<file path="src/rtl/regfile_write_queue_pkg.sv">
// regfile_write_queue_pkg: shared widths and queue entry type for the writeback queue.
package regfile_write_queue_pkg;
    localparam int REG_IDX_W    = 5;
    localparam int DATA_W       = 64;
    localparam int ZERO_REG_IDX = 31;
    typedef struct packed {
        logic                 valid;
        logic [REG_IDX_W-1:0] dst;
        logic [DATA_W-1:0]    data;
    } wb_entry_t;
endpackage

</file>
<file path="src/rtl/regfile_write_queue_hazard_match.sv">
// hazard_match: pending lookup of one read address against queued and in-flight writes.
// Youngest-data forwarding is only built when WB_FORWARD_EN is defined.
module hazard_match
    import regfile_write_queue_pkg::*;
#(
    parameter int DEPTH    = 4,
    parameter int ZERO_REG = ZERO_REG_IDX,
    localparam int PW      = $clog2(DEPTH)
) (
`ifdef WB_FORWARD_EN
    input  logic [PW-1:0]        i_head,
    input  logic [DATA_W-1:0]    i_data [DEPTH],
    input  logic [DATA_W-1:0]    i_out_data,
    output logic [DATA_W-1:0]    o_fwd,
`endif
    input  logic                 i_valid [DEPTH],
    input  logic [REG_IDX_W-1:0] i_dst [DEPTH],
    input  logic                 i_out_valid,
    input  logic [REG_IDX_W-1:0] i_out_reg,
    input  logic [REG_IDX_W-1:0] i_addr,
    output logic                 o_pending
);
    logic w_live;
    assign w_live = i_addr != REG_IDX_W'(ZERO_REG);
`ifdef WB_FORWARD_EN
    logic [PW-1:0] w_idx;
    // Walk oldest to newest so the last hit is the youngest; the output register is older than all.
    always_comb begin
        o_pending = i_out_valid && i_out_reg == i_addr;
        o_fwd     = o_pending ? i_out_data : '0;
        w_idx     = i_head;
        for (int k = 0; k < DEPTH; k++) begin
            w_idx = i_head + PW'(k);
            if (i_valid[w_idx] && i_dst[w_idx] == i_addr) begin
                o_pending = 1'b1;
                o_fwd     = i_data[w_idx];
            end
        end
        if (!w_live) begin
            o_pending = 1'b0;
            o_fwd     = '0;
        end
    end
`else
    always_comb begin
        o_pending = i_out_valid && i_out_reg == i_addr;
        for (int k = 0; k < DEPTH; k++)
            o_pending = o_pending || (i_valid[k] && i_dst[k] == i_addr);
        o_pending = o_pending && w_live;
    end
`endif
endmodule

</file>
<file path="src/rtl/regfile_write_queue.sv">
// regfile_write_queue: FIFO of writeback results drained one per cycle into the register file.
// Define WB_FORWARD_EN to build youngest-data forwarding on fwd1/fwd2 (otherwise they are 0).
module regfile_write_queue
    import regfile_write_queue_pkg::*;
#(
    parameter int DEPTH    = 4,
    parameter int ZERO_REG = ZERO_REG_IDX
) (
    input  logic                     CLOCK,
    input  logic                     RESET,
    input  logic                     wb_valid,
    output logic                     wb_ready,
    input  logic [REG_IDX_W-1:0]     wb_reg,
    input  logic [DATA_W-1:0]        wb_data,
    input  logic                     drain_hold,
    output logic [REG_IDX_W-1:0]     writeReg,
    output logic [DATA_W-1:0]        writeData,
    output logic                     REGWRITE,
    input  logic [REG_IDX_W-1:0]     read1,
    input  logic [REG_IDX_W-1:0]     read2,
    output logic                     pending1,
    output logic                     pending2,
    output logic [DATA_W-1:0]        fwd1,
    output logic [DATA_W-1:0]        fwd2,
    output logic [$clog2(DEPTH):0]   count
);
    localparam int PW = $clog2(DEPTH);
    localparam int CW = PW + 1;

    wb_entry_t            r_q [DEPTH];
    logic [PW-1:0]        r_head, r_tail;
    logic [CW-1:0]        r_count;
    logic [REG_IDX_W-1:0] r_wreg;
    logic [DATA_W-1:0]    r_wdata;
    logic                 r_we;
    logic                 w_push, w_pop;
    logic                 w_valid [DEPTH];
    logic [REG_IDX_W-1:0] w_dst [DEPTH];

    assign wb_ready  = r_count < CW'(DEPTH);
    assign w_push    = wb_valid && wb_ready && wb_reg != REG_IDX_W'(ZERO_REG);
    assign w_pop     = r_count != '0 && !drain_hold;
    assign writeReg  = r_wreg;
    assign writeData = r_wdata;
    assign REGWRITE  = r_we;
    assign count     = r_count;

    always_ff @(posedge CLOCK) begin
        if (RESET) begin
            r_head  <= '0;
            r_tail  <= '0;
            r_count <= '0;
            r_wreg  <= '0;
            r_wdata <= '0;
            r_we    <= 1'b0;
            for (int k = 0; k < DEPTH; k++) r_q[k].valid <= 1'b0;
        end else begin
            // Push slot never equals pop slot: they coincide only when empty (no pop) or full (no push).
            if (w_push) begin
                r_q[r_tail] <= '{valid: 1'b1, dst: wb_reg, data: wb_data};
                r_tail      <= r_tail + PW'(1);
            end
            if (w_pop) begin
                r_q[r_head].valid <= 1'b0;
                r_head            <= r_head + PW'(1);
                r_wreg            <= r_q[r_head].dst;
                r_wdata           <= r_q[r_head].data;
            end
            r_we    <= w_pop;
            r_count <= r_count + CW'(w_push) - CW'(w_pop);
        end
    end

    always_comb begin
        for (int k = 0; k < DEPTH; k++) begin
            w_valid[k] = r_q[k].valid;
            w_dst[k]   = r_q[k].dst;
        end
    end

`ifdef WB_FORWARD_EN
    logic [DATA_W-1:0] w_data [DEPTH];
    always_comb begin
        for (int k = 0; k < DEPTH; k++) w_data[k] = r_q[k].data;
    end
`else
    assign fwd1 = '0;
    assign fwd2 = '0;
`endif

    hazard_match #(.DEPTH(DEPTH), .ZERO_REG(ZERO_REG)) u_hm1 (
`ifdef WB_FORWARD_EN
        .i_head(r_head), .i_data(w_data), .i_out_data(r_wdata), .o_fwd(fwd1),
`endif
        .i_valid(w_valid), .i_dst(w_dst), .i_out_valid(r_we), .i_out_reg(r_wreg),
        .i_addr(read1), .o_pending(pending1)
    );

    hazard_match #(.DEPTH(DEPTH), .ZERO_REG(ZERO_REG)) u_hm2 (
`ifdef WB_FORWARD_EN
        .i_head(r_head), .i_data(w_data), .i_out_data(r_wdata), .o_fwd(fwd2),
`endif
        .i_valid(w_valid), .i_dst(w_dst), .i_out_valid(r_we), .i_out_reg(r_wreg),
        .i_addr(read2), .o_pending(pending2)
    );
endmodule

</file>
<file path="config.mk">
export PLATFORM = sky130hd
export DESIGN_NAME = regfile_write_queue
export DESIGN_NICKNAME = d
export VERILOG_FILES = /design/src/rtl/regfile_write_queue_pkg.sv /design/src/rtl/regfile_write_queue_hazard_match.sv /design/src/rtl/regfile_write_queue.sv
export SDC_FILE = /design/constraint.sdc
export NUM_CORES = 1
export LEC_CHECK = 0
export ABC_AREA = 0
export BUFFER_PORTS_ARGS = -buffer_cell sky130_fd_sc_hd__buf_2
export CORE_MARGIN = 3
export CORE_UTILIZATION = 40
export CTS_BUF_LIST = sky130_fd_sc_hd__clkbuf_16
export DETAILED_ROUTE_END_ITERATION = 7
export GPL_TIMING_DRIVEN = 0
export PLACE_DENSITY = 0.57
export RECOVER_POWER = 50
export SYNTH_ARGS = -nofsm -noshare
export SYNTH_HDL_FRONTEND = slang
export SYNTH_HIERARCHICAL = 1
export SYNTH_SLANG_ARGS = --single-unit
export TNS_END_PERCENT = 20
</file>
<file path="constraint.sdc">
create_clock -name CLOCK -period 7.05 [get_ports CLOCK]
set_input_delay 0.3525 -clock CLOCK [delete_from_list [all_inputs] [get_ports CLOCK]]
set_output_delay 0.3525 -clock CLOCK [all_outputs]
set_load 0.02 [all_outputs]
</file>
# Yosys cells after proc, flatten, opt, wreduce, memory -nomap -nowiden
# Memories as Yosys holds them, arrays and structs flattened. A register that Yosys moved wholly into a read port is not among the register bits.
# Index checks and enable logic that the tools add are counted.
[totals] input_bits=83 regBits=8 wordCells=64 out_inout_bits=204 ramBits=280 n_memories=1
[op_classes] n_mux=14 reduce_logical=27 eq_ne=13 add_sub_neg=4 order_cmp=1
[mem_list] name="r_q" depth=4 word_bits=70 read_ports=5 rd_ports_with_merged_regs=1 write_ports=4 line="regfile_write_queue.sv:30" source="wb_entry_t r_q [DEPTH];"
[ops] cell="two-way mux 70 bit" count=2
[ops] cell="OR reduction 70 bit" count=2
[ops] cell="equality test 5 bit" count=10
[ops] cell="logical AND 1 bit" count=15
[ops] cell="!= test 5 bit, second input constant" count=3
[ops] cell="logical OR 1 bit" count=8
[ops] cell="two-way mux 1 bit" count=8
[ops] cell="two-way mux 2 bit" count=4
[ops] cell="adder 2 x 1 -> 2 bit, second input constant" count=2
[ops] cell="adder 3 x 1 -> 3 bit" count=1
[ops] cell="< comparator 3 bit, second input constant" count=1
[ops] cell="nonzero test 3 bit" count=1
[ops] cell="subtractor 3 x 1 -> 3 bit" count=1
[ops] cell="logical NOT 1 bit" count=1

# Longest topological paths before layout
# Gate-level depths: netlist of the first run.
[logic_depth] ltp_word=8 ltp_mapped=9 mapped_depth_nobuf=9

# Cells and area by module
# Netlist of the first run, hierarchy kept.
[modules_own_cells] module="regfile_write_queue" area_per_inst_um2=14087.3 cells_each=795 instances=1 seq_area_each_um2=9909.5
[modules_own_cells] module="hazard_match" area_per_inst_um2=366.6 cells_each=44 instances=2 seq_area_each_um2=0.0

# Worst setup path after synthesis of the first run
# Ideal clock, no wire load.
[synth_path] path_type="register -> register" from="reg r_count[2] (netlist: count[2])" to="mem r_q[2][0] (netlist name), enable pin" period_less_slack_ns=6.117 setup_time_ns=0.581 path_stages_with_launch=4 slack_ns=0.933 required_ns=6.469 path_buffers=0 arrival_ns=5.536 cell_sequence="dfxtp_1 nor2b_1 o21ai_1 nor3_1"
[synth_rtl] item="start, declared" line="regfile_write_queue.sv:32" source="logic [CW-1:0] r_count;"
[synth_rtl] item="start signal, assigned" line="regfile_write_queue.sv:70" source="r_count <= r_count + CW'(w_push) - CW'(w_pop);"
[synth_rtl] item="end, declared" line="regfile_write_queue.sv:30"

==> results by group, run 1 <==
Pwr
  – Pleak: 6.85 nW
  – Pwr dens: 319 nW/um^2
  – Peak VDD IR: 0.209 mV

Global route
  – Initial antenna violation count: 2
  – Vias in the first global route: 7981
  – Grt total ovfl: 0
  – First-pass GRT wire length: 47.9 mm
  – Global-route total usage across every layer: 0.161
  – Largest net degree at the start of global routing: 47

Critical path
  – CP Capture Type: register
  – CP required: 7190 ps
  – Data arrival time of the worst path: 4200 ps
  – Critical path launch point type: register
  – Critical path type: register to register
  – Crit-path max FO: 10

Clocking
  – Number of H-tree levels: 2
  – Clk root buf: clkbuf_16
  – CTS tree: built
  – Worst-skew pair later-pin latency: 510 ps
  – Clock tree buffer depth: 3
  – Clock-pin slew on the worst setup and hold paths: 60 ps
  – Post-cts resize count: 0
  – Clk sinks: 357
  – Total CTS buffers: 38
  – Postcts setup bufs: 0
  – Hold-fix buffers at CTS: 0

Synthesis
  – Synth Area in Compound Gates: 0.0522
  – Post-Syn Area: 14800 sq um
  – Mux cell area share after synthesis: 0.106
  – Synthesized area per cell: 16.8 sq um
  – Post-synthesis sequential area ratio: 0.669
  – Largest family of logic cells by synthesized area: multiplexers
  – Post-Synth Simple-Gate Area: 0.0488
  – Synth cell types: 41
  – Gate Count Post-Synth: 883
  – FF+latch count, synth: 357
  – YS warnings: 6
  – Synth Area in Adders: 0.00642
  – XOR/XNOR share of the synthesized area: 0.0317
  – Top cells by area, synth: edfxtp_1 56%, dfxtp_1 11%, mux4_2 10%
  – Share of the synthesized area in the top cell type: 0.559
  – Area leader, netlist: edfxtp_1

Detailed routing
  – First-pass DRT Iterations: 4
  – Final ANT Viol Nets: 0
  – Residual DRC count: 0
  – Vias: 7925
  – Drt total wl: 32.3 mm
  – Vias/cell: 4.65
  – Avg WL per Cell: 18.9 microns
  – Initial drt markers: 382

Die
  – Total core area: 36000 sq um
  – I/O pin total: 287
  – Rows: 69
  – Starting Density: 0.412
  – Die Area: 39400 sq um
  – Die width: 198 microns
  – DIE HEIGHT: 198 microns

Outcome
  – Outcome: finished, violations left
  – Violated checks: capacitance limit, slew limit

Final layout
  – Design Area, Final: 17900 sq um
  – Final Core Density: 0.498
  – Layout cells sized above 1: 0.292
  – Nets@finish: 1305
  – Area Growth Syn to Fin: 21.0%

STA
  – Final setup viols: 0
  – Worst Skew: 16.7 ps
  – RSZ-0062 raised after global routing: false
  – Tcrit/Tclk final: 0.575
  – Worst Slack Setup Final: 3000 ps
  – Final Hold Viols: 0
  – Fmax: 247 MHz
  – Max-slew violation count: 17
  – Hold_ws: 193 ps
  – Setup TNS: 0 ps
  – Worst-Margin Slew: 2090 ps
  – Worst rel slew slack: -0.402
  – Min Tclk post-route: 4050 ps

Placed design
  – Routability congestion estimate from global placement: 0.832
  – Post-Place Worst Slack: 3490 ps
  – Buffers on Ports: 147
  – Placed Area: 16900 sq um
  – DP HPWL: 21.8 mm

Job
  – Total of max-cap violations: 2

Min path
  – Worst hold path class: primary input to register
-- sequential cells by signal (all words and copies together) (netlist names) --
signal and cells:
REGWRITE 1, count 3, r_head 2, r_tail 2
writeData 64, r_q 280, writeReg 5
-- cells in the mapped netlist --
| library cell | number |
|---|---|
| and2_1 | 70 |
| or3_4 | 1 |
| buf_4 | 129 |
| mux4_2 | 69 |
| nor2_1 | 4 |
| dfxtp_1 | 81 |
| ha_1 | 6 |
| o211a_1 | 1 |
| xor2_2 | 2 |
| buf_2 | 15 |
| and4_1 | 1 |
| nor4_1 | 10 |
| xor2_1 | 38 |
| nand2_1 | 3 |
| fa_1 | 1 |
| a22o_1 | 69 |
| edfxtp_1 | 276 |
| nand2b_1 | 3 |
| a221oi_1 | 4 |
| o21bai_1 | 2 |
| o2bb2ai_1 | 1 |
| clkbuf_1 | 24 |
| inv_1 | 12 |
| and4_2 | 2 |
| nor2b_1 | 5 |
| a2bb2oi_2 | 2 |
| mux2_2 | 1 |
| nor3_1 | 4 |
| nand3_1 | 14 |
| a211oi_2 | 1 |
| a21o_1 | 1 |
| a21oi_1 | 2 |
| a21oi_4 | 1 |
| nor3_2 | 1 |
| a211o_1 | 1 |
| nand4_1 | 1 |
| conb_1 | 1 |
| buf_6 | 9 |
| o21ai_1 | 1 |
| o21ai_0 | 2 |
| xnor2_1 | 12 |
-- cells by family (layout without fill, tap and decap cells) --
| kind of cell | Yosys count | in the layout |
|---|---|---|
| flip-flops | 357 | 357 |
| buffers and inverters | 189 | 422 |
| XOR/XNOR | 52 | 52 |
| multiplexers | 70 | 70 |
| AO/OA/AOI/OAI | 88 | 88 |
| adder cells (fa/ha/maj) | 7 | 7 |
| other | 1 | 129 |
| AND/OR/NAND/NOR | 119 | 119 |
-- layout by cell type (no fill, tap or decap), types with 2 or more instances in the layout --
cell type | Yosys | routed
buf_4 | 129 | 129
o21bai_1 | 2 | 2
clkinv_1 | 0 | 7
nor4_1 | 10 | 10
a21oi_1 | 2 | 2
clkinvlp_4 | 0 | 2
buf_16 | 0 | 2
a221oi_1 | 4 | 4
xnor2_1 | 12 | 12
o21ai_0 | 2 | 3
clkinv_2 | 0 | 7
xor2_2 | 2 | 2
buf_2 | 15 | 86
xor2_1 | 38 | 38
nor3_1 | 4 | 5
nor2_1 | 4 | 4
nand2b_1 | 3 | 3
edfxtp_1 | 276 | 276
and2_4 | 0 | 2
inv_1 | 12 | 17
and2_1 | 70 | 49
nor2b_1 | 5 | 5
clkbuf_1 | 24 | 114
and4_2 | 2 | 2
clkbuf_16 | 0 | 39
bufinv_16 | 0 | 7
conb_1 | 1 | 128
and2_0 | 0 | 19
nand3_1 | 14 | 14
dfxtp_1 | 81 | 81
ha_1 | 6 | 6
buf_6 | 9 | 10
nand2_1 | 3 | 3
a22o_1 | 69 | 69
mux4_2 | 69 | 69
-- layer usage --
metal  share of wire  vias up  global-route usage  wire length, microns
met1            0.43     3834               0.217                 13800
met3           0.077       45              0.0364                  2480
met2            0.48      276               0.270                 15400
met4           0.017        2              0.0357                   534
li1                -     3768                   -                     -
met5         0.00040        -                   0                    13
-- final timing paths --
check / start / endpoint / slack, ps / cells after the start
hold / removal: wb_data[15] / r_q[0][15]$_DFFE_PP_ / 190 / 2
hold reg to reg: writeData[12]$_SDFFE_PP0N_ / writeData[12]$_SDFFE_PP0N_ / 480 / 1
setup reg to reg: count[2]$_SDFF_PP0_ / r_q[2][28]$_DFFE_PP_ / 3000 / 7
setup / recovery: count[2]$_SDFF_PP0_ / r_q[2][28]$_DFFE_PP_ / 3000 / 7
-- through the flow --
step                      total power, W  std cells
after floorplan                  0.00341       1010
after detailed placement         0.00377       1636
after global routing             0.00600       1704
after global placement           0.00376       1618
after CTS                        0.00584       1704
final                            0.00572       1705
-- worst max-delay path, cell delays in order (launching register included) --
cell	delay (ps)
dfxtp_1	410
nor2b_1	210
o21ai_0	380
nor3_1	500
clkbuf_1	590
clkbuf_1	580
clkbuf_1	450
clkbuf_1	550
-- final cells by class --
class | count | area, sq um
Buffer | 177 | 1230
Inverter | 12 | 45.0
Sequential cell | 357 | 9910
Timing Repair Buffer | 165 | 777
Multi-Input combinational cell | 464 | 4100
Clock buffer | 39 | 976
Clock inverter | 29 | 314
Fill cell | 3155 | 18100
Tap cell | 461 | 577
Antenna cell | 1 | 2.50
-- report_power, final --
part	leakage, nW	internal [W]	switching, W
Sequential	3.29	0.00246	0.0000999
Clock	0.649	0.00126	0.000792
Combinational	2.92	0.000461	0.000651
Total	6.85	0.00418	0.00154
Power figures use the tool's default switching activity.
==> inputs of run 2 (changes only) <==
--- a/config.mk
+++ b/config.mk
@@ -12,7 +12,7 @@
 export CTS_BUF_LIST = sky130_fd_sc_hd__clkbuf_16
 export DETAILED_ROUTE_END_ITERATION = 7
 export GPL_TIMING_DRIVEN = 0
-export PLACE_DENSITY = 0.57
+export PLACE_DENSITY = 0.59
 export RECOVER_POWER = 50
 export SYNTH_ARGS = -nofsm -noshare
 export SYNTH_HDL_FRONTEND = slang
==> constraint.sdc (replaced) <==
create_clock -name CLOCK -period 3.25 [get_ports CLOCK]
set_input_delay 0.1625 -clock CLOCK [delete_from_list [all_inputs] [get_ports CLOCK]]
set_output_delay 0.1625 -clock CLOCK [all_outputs]
set_load 0.02 [all_outputs]
==> results by group, run 2 (synthesis gave the netlist of run 1 again) <==
Critical path
  – Slowest cell on the critical path: and2_4
  – Crit-path max FO: 36 (+26)
  – Critical path launch point type: register
  – CP Cell Sequence: nand2b_1, a211oi_4, clkbuf_1, and2_4, buf_16
  – Data arrival time of the worst path: 3230 ps (-970 ps)
  – CP Capture Type: register
  – Critical path type: register to register
  – CP required: 3450 ps (-3740 ps)
  – Largest stage delay on the critical path: 660 ps (+70 ps)

STA
  – Worst rel slew slack: 0.0273 (+0.430)
  – Worst Slack Setup Final: 224 ps (-2770 ps)
  – Tcrit/Tclk final: 0.931 (+0.356)
  – Min Tclk post-route: 3030 ps (-1030 ps)
  – Fmax: 330 MHz (+34%)
  – Max-slew violation count: 0 (-17)
  – Worst Skew: 18.2 ps (+1.46 ps)
  – Final Hold Viols: 0 (unchanged)
  – RSZ-0062 raised after global routing: false
  – Final setup viols: 0 (unchanged)
  – Worst-Margin Slew: 1450 ps (-643 ps)

Final layout
  – Layout Cells excl Fill: 1757 (+3.0%)
  – Area Growth Syn to Fin: 24.9%
  – Commonest non-fill, non-tap cell in the layout: edfxtp_1
  – Fillers: 3032 (-3.9%)
  – Storage element area: 9910 sq um (unchanged)
  – Largest Register: r_q
  – Layout cells sized above 1: 0.282 (-0.0105)
  – Multi-input logic area: 4130 sq um (+0.86%)
  – Final Core Density: 0.514 (+0.0161)
  – Nets@finish: 1353 (+3.7%)
  – Most frequent cells in the layout: 276 x edfxtp_1, 129 x buf_4, 128 x conb_1
  – Max reg flops: 280 (unchanged)
  – Design Area, Final: 18500 sq um (+3.2%)

Pwr
  – Pleak: 7.11 nW (+3.8%)
  – Clock Power Share: 0.333 (-0.025)
  – Internal power: 0.00872 W (+110%)
  – Combinational power share: 0.205 (+0.011)
  – Pwr dens: 651 nW/um^2 (+100%)
  – Sequential Power Share: 0.462 (+0.015)
  – Switching share of power: 0.277 (+0.00697)
  – Peak VDD IR: 0.471 mV (+130%)
  – Psw: 0.00333 W (+120%)

Clocking
  – Clock-pin slew on the worst setup and hold paths: 60 ps (about the same)
  – Clk sinks: 357 (unchanged)
  – Worst-skew pair later-pin latency: 530 ps (+20 ps)
  – Clock tree buffer depth: 3 (unchanged)
  – Clk root buf: clkbuf_16
  – Number of H-tree levels: 2 (unchanged)
  – Total CTS buffers: 38 (unchanged)
  – CTS tree: built
  – Postcts setup bufs: 0 (unchanged)

Placed design
  – Post-Place Worst Slack: -46.4 ps (-3540 ps)
  – Buffers on Ports: 147 (unchanged)
  – Routability congestion estimate from global placement: 0.778 (-6.5%)
  – Placed insts: 1630 (-0.37%)
  – Placed Area: 16900 sq um (+0.25%)
  – DP HPWL: 21.7 mm (-0.63%)

Detailed routing
  – First-pass DRT Iterations: 4 (unchanged)
  – Residual DRC count: 0 (unchanged)
  – Initial drt markers: 405 (+6.0%)
  – Vias: 8252 (+4.1%)
  – Vias/cell: 4.70 (+1.0%)
  – Avg WL per Cell: 18.6 microns (-1.8%)
  – Final ANT Viol Nets: 0 (unchanged)
  – Drt total wl: 32.7 mm (+1.2%)

Die
  – Die width: 198 microns (unchanged)
  – Starting Density: 0.412 (unchanged)
  – DIE HEIGHT: 198 microns (unchanged)
  – Total core area: 36000 sq um (unchanged)
  – Rows: 69 (unchanged)
  – Die Area: 39400 sq um (unchanged)
  – I/O pin total: 287 (unchanged)

Global route
  – Global-route total usage across every layer: 0.164 (+0.00332)
  – Vias in the first global route: 8398 (+5.2%)
  – First-pass GRT wire length: 48.9 mm (+2.0%)
  – Initial antenna violation count: 2 (unchanged)
  – Grt total ovfl: 0 (unchanged)
  – Largest net degree at the start of global routing: 37 (-21%)

Min path
  – Worst hold path class: primary input to register

Outcome
  – Outcome: complete, no violations

Job
  – Total of max-cap violations: 0 (-2)
## run 2: timing repair
item | 4_1_cts | 5_1_grt
endpoints found under the hold margin | 209 | 0
gates resized for setup | 1 | 0
hold buffers | 54 | 0
endpoints found under the setup margin | 70 | 0
## run 2: metrics by stage
stage | setup TNS (ps) | hold WS [ps] | power, W
2_1_floorplan | -108910 | 366 | 0.00739
3_5_place_dp | -2100 | 458 | 0.00818
5_1_grt | 0 | 4.58 | 0.0126
3_3_place_gp | -771060 | 458 | 0.00815
6_report | 0 | 19.2 | 0.0121
4_1_cts | 0 | 0.432 | 0.0123
## run 2: path summary, 6_finish.rpt
kind,startpoint,endpoint,slack (ps),cells past startpoint
worst max register to register,count[2]$_SDFF_PP0_,r_q[0][49]$_DFFE_PP_,220,5
worst min register to register,writeData[1]$_SDFFE_PP0N_,writeData[1]$_SDFFE_PP0N_,470,1
worst min-delay path,wb_data[10],r_q[2][10]$_DFFE_PP_,20,2
worst max-delay path,count[2]$_SDFF_PP0_,r_q[0][49]$_DFFE_PP_,220,5
## run 2: metal layers
layer	vias to the layer above	track usage	wire length [microns]
met5	-	0	0
met4	0	0.0455	636
met3	45	0.0327	1870
met2	267	0.281	16200
met1	4077	0.216	14000
li1	3863	-	-
## run 2: power by group through the flow
stage               clock network (W)  registers (W)  logic (W)
global placement                    0        0.00567    0.00247
CTS                           0.00415        0.00556    0.00259
finish                        0.00402        0.00556    0.00247
global route                  0.00434        0.00561    0.00270
detailed placement                  0        0.00565    0.00253
floorplan                           0        0.00586    0.00154
## run 2: critical path, delay by kind of cell, from the launching register on
family                 cells  cell delay, ps
AND/OR/NAND/NOR            2             900
buffers and inverters      2             770
AO/OA/AOI/OAI              1             610
flip-flops                 1             400
## run 2: cell type report
class	count	area share
Inverter	12	0.00243
Tap cell	461	0.0312
Clock buffer	39	0.0527
Antenna cell	3	0.000406
Sequential cell	357	0.535
Buffer	177	0.0666
Clock inverter	31	0.0107
Multi-Input combinational cell	464	0.223
Timing Repair Buffer	213	0.0773
==> inputs of run 3 (changes only) <==
--- a/config.mk
+++ b/config.mk
@@ -5,11 +5,11 @@
 export SDC_FILE = /design/constraint.sdc
 export NUM_CORES = 1
 export LEC_CHECK = 0
-export ABC_AREA = 0
+export ABC_AREA = 1
 export BUFFER_PORTS_ARGS = -buffer_cell sky130_fd_sc_hd__buf_2
 export CORE_MARGIN = 3
 export CORE_UTILIZATION = 40
-export CTS_BUF_LIST = sky130_fd_sc_hd__clkbuf_16
+export CTS_BUF_LIST = sky130_fd_sc_hd__clkbuf_8
 export DETAILED_ROUTE_END_ITERATION = 7
 export GPL_TIMING_DRIVEN = 0
 export PLACE_DENSITY = 0.59
==> results by group, run 3 <==
Outcome
  – Outcome: complete, no violations

Die
  – Die Area: 41400 sq um (+5.1%)
  – Total core area: 38000 sq um (+5.6%)
  – Die width: 204 microns (+2.5%)
  – I/O pin total: 287 (unchanged)
  – DIE HEIGHT: 204 microns (+2.5%)
  – Rows: 71 (+2.9%)
  – Starting Density: 0.410 (-0.00118)

Global route
  – M1 GR Usage: 0.269 (+0.0531)
  – First-pass GRT wire length: 64.5 mm (+32%)
  – GR Util met2: 0.340 (+0.0585)
  – Met3 GRT Util: 0.0350 (+0.00227)
  – Largest net degree at the start of global routing: 55 (+49%)
  – Initial antenna violation count: 0 (-2)
  – Top Usage Layer GRT: met2
  – Grt total ovfl: 0 (unchanged)
  – Global-route total usage across every layer: 0.201 (+0.0368)
  – Vias in the first global route: 11300 (+35%)

Final layout
  – Largest Register: r_q
  – Area Growth Syn to Fin: 23.8%
  – Commonest non-fill, non-tap cell in the layout: nor2_1
  – Layout cells sized above 1: 0.173 (-0.109)
  – Most frequent cells in the layout: 395 x nor2_1, 276 x edfxtp_1, 204 x o21ai_0
  – Max reg flops: 280 (unchanged)
  – Nets@finish: 2045 (+51%)
  – Diode count: 0 (-3)
  – Layout Cells excl Fill: 2511 (+43%)
  – Design Area, Final: 19300 sq um (+4.4%)
  – Fillers: 3605 (+19%)

STA
  – Worst-Margin Slew: 806 ps (-642 ps)
  – Worst rel slew slack: 0.463 (+0.436)
  – Tcrit/Tclk final: 0.825 (-0.106)
  – Worst Slack Setup Final: 568 ps (+344 ps)
  – Final Hold Viols: 0 (unchanged)
  – Setup TNS: 0 ps (unchanged)
  – Final setup viols: 0 (unchanged)
  – Fmax: 373 MHz (+13%)
  – Max-slew violation count: 0 (unchanged)
  – Worst Skew: 20.1 ps (+1.88 ps)
  – RSZ-0062 raised after global routing: false
  – Min Tclk post-route: 2680 ps (-344 ps)

Synthesis
  – YS warnings: 6 (unchanged)
  – Post-synth EDFFs: 276 (unchanged)
  – Top cells by area, synth: edfxtp_1 53%, dfxtp_1 10%, nor2_1 9.5%
  – Share of synthesized registers carrying an async set or reset: 0 (unchanged)
  – Post-Syn Area: 15600 sq um (+5.3%)
  – FF+latch count, synth: 357 (unchanged)
  – Most frequent cell after synthesis: nor2_1
  – Share of the synthesized area in the top cell type: 0.531 (-0.0282)
  – Synthesized area per cell: 10.1 sq um (-40%)
  – Top cells by count, synth: 395 x nor2_1, 276 x edfxtp_1, 193 x o21ai_0, 131 x buf_4, 114 x inv_1
  – Gate Count Post-Synth: 1540 (+74%)
  – Area leader, netlist: edfxtp_1
  – Top_reg_cell synth: edfxtp_1
  – Synth cell types: 26 (-37%)
  – Post-synthesis sequential area ratio: 0.635 (-0.0337)

Critical path
  – CP Capture Type: register
  – R2R Path Start: r_head[0]$_SDFFE_PP0N_
  – Data arrival time of the worst path: 3130 ps (-100 ps)
  – Reg-to-Reg End: r_head[1]$_SDFFE_PP0N_
  – Critical path launch point type: register
  – CP required: 3700 ps (+250 ps)
  – Reg2reg setup slack: 570 ps (+340 ps)
  – Crit-path max FO: 11 (-69%)
  – Worst-case reg-to-reg path depth: 7 (+2)
  – Critical path type: register to register

Job
  – Total of max-cap violations: 0 (unchanged)

Min path
  – Worst hold path startpoint: wb_reg[1]
  – Worst hold path class: primary input to register
  – Hold path depth: 3 (+1)
  – Hold Path Sink: r_q[0][65]$_DFFE_PP_

Pwr
  – Pwr dens: 698 nW/um^2 (+7.1%)
  – Peak VDD IR: 0.443 mV (-5.9%)
  – Pleak: 8.22 nW (+16%)

Detailed routing
  – First-pass DRT Iterations: 5 (+1)
  – Vias: 11700 (+42%)
  – Residual DRC count: 0 (unchanged)
  – Final ANT Viol Nets: 0 (unchanged)
  – Avg WL per Cell: 17.0 microns (-8.6%)
  – Initial drt markers: 815 (+100%)
  – Vias/cell: 4.66 (-0.82%)
  – Drt total wl: 42.7 mm (+31%)

Clocking
  – Clock tree buffer depth: 3 (unchanged)
  – Clk sinks: 357 (unchanged)
  – Clock-pin slew on the worst setup and hold paths: 60 ps (about the same)
  – Worst-skew pair later-pin latency: 610 ps (+80 ps)
  – Post-cts resize count: 0 (-1)
  – Number of H-tree levels: 2 (unchanged)
  – CTS tree: built
  – Total CTS buffers: 55 (+45%)
  – Clk root buf: clkbuf_8

Placed design
  – Post-Place Worst Slack: 966 ps (+1010 ps)
  – Placed insts: 2340 (+44%)
  – DP HPWL: 27.8 mm (+28%)
  – Routability congestion estimate from global placement: 0.868 (+12%)
  – Buffers on Ports: 156 (+6.1%)
  – Placed Area: 17700 sq um (+4.5%)
[run 3: cell count changes after synthesis, moves of 10 or more]
cell     delta
xor2_1     -29
inv_2      +17
and2_1     -70
xnor2_1    -12
o21ai_0   +191
nor2_1    +391
o22ai_1    +69
nor4_1     -10
inv_1     +102
buf_2      +13
o21ai_1    +25
nand2_1   +110
a22o_1     -69
mux4_2     -69
[run 3: per-stage QoR]
step	util	hold slack, ps	power (W)
finish	0.508	81.5	0.0135
global route	0.508	47.6	0.0142
CTS	0.512	13.6	0.0137
detailed placement	0.465	453	0.00994
global placement	0.460	441	0.00989
floorplan	-	234	0.00846
[run 3: worst max-delay path: stages (launching register included)]
cell	delay [ps]
dfxtp_1	590
clkbuf_1	580
inv_4	120
clkbuf_1	390
buf_6	290
ha_1	290
o21ai_0	190
a21oi_1	60
[run 3: layout make-up]
type / instances / area, sq um / share of cell area
Clock inverter: 41 / 253 / 0.0131
Timing Repair Buffer: 231 / 1530 / 0.0791
Sequential cell: 357 / 9910 / 0.513
Inverter: 132 / 505 / 0.0262
Tap cell: 511 / 639 / 0.0331
Buffer: 205 / 1370 / 0.0710
Multi-Input combinational cell: 973 / 4270 / 0.221
Clock buffer: 61 / 840 / 0.0435
[run 3: logic make-up (layout without fill, tap and decap cells)]
family	Yosys count	count (layout)	synth area share
other	1	128	0.000240
xor gates and xnor gates	9	9	0.00505
and+or+nand+nor	531	531	0.130
buffers and inverters	337	670	0.122
DFF	357	357	0.635
AOI/OAI and AO/OA	298	298	0.101
adders and majority gates	7	7	0.00609
[run 3: power breakdown]
part / switching [W] / internal (W)
clock: 0.00172 / 0.00196
combinational: 0.00281 / 0.00121
sequential: 0.000294 / 0.00547
[run 3: worst max path at each step]
| stage | start | endpoint | slack [ps] | cells past startpoint |
|---|---|---|---|---|
| after floorplan | count[2]$_SDFF_PP0_ | r_q[3][0]$_DFFE_PP_ | 70 | 5 |
| after CTS | count[2]$_SDFF_PP0_ | r_q[3][21]$_DFFE_PP_ | 960 | 7 |
| after detailed placement | count[2]$_SDFF_PP0_ | r_q[3][31]$_DFFE_PP_ | 970 | 7 |
| after global routing | r_head[0]$_SDFFE_PP0N_ | r_head[1]$_SDFFE_PP0N_ | 470 | 7 |
| final | r_head[0]$_SDFFE_PP0N_ | r_head[1]$_SDFFE_PP0N_ | 570 | 7 |
| after global placement | count[2]$_SDFF_PP0_ | r_q[3][3]$_DFFE_PP_ | -1630 | 5 |
[run 3: timing repair]
action | 4_1_cts | 5_1_grt
hold buffers | 69 | 0
setup endpoints to repair | 0 | 0
buffers inserted | 0 | 0
endpoints found under the hold margin | 274 | 0
[run 3: metal layers]
metal | part of all wire | routed length [microns]
met1 | 0.44 | 18600
met2 | 0.48 | 20400
met5 | 0 | 0
met4 | 0.019 | 815
met3 | 0.066 | 2830
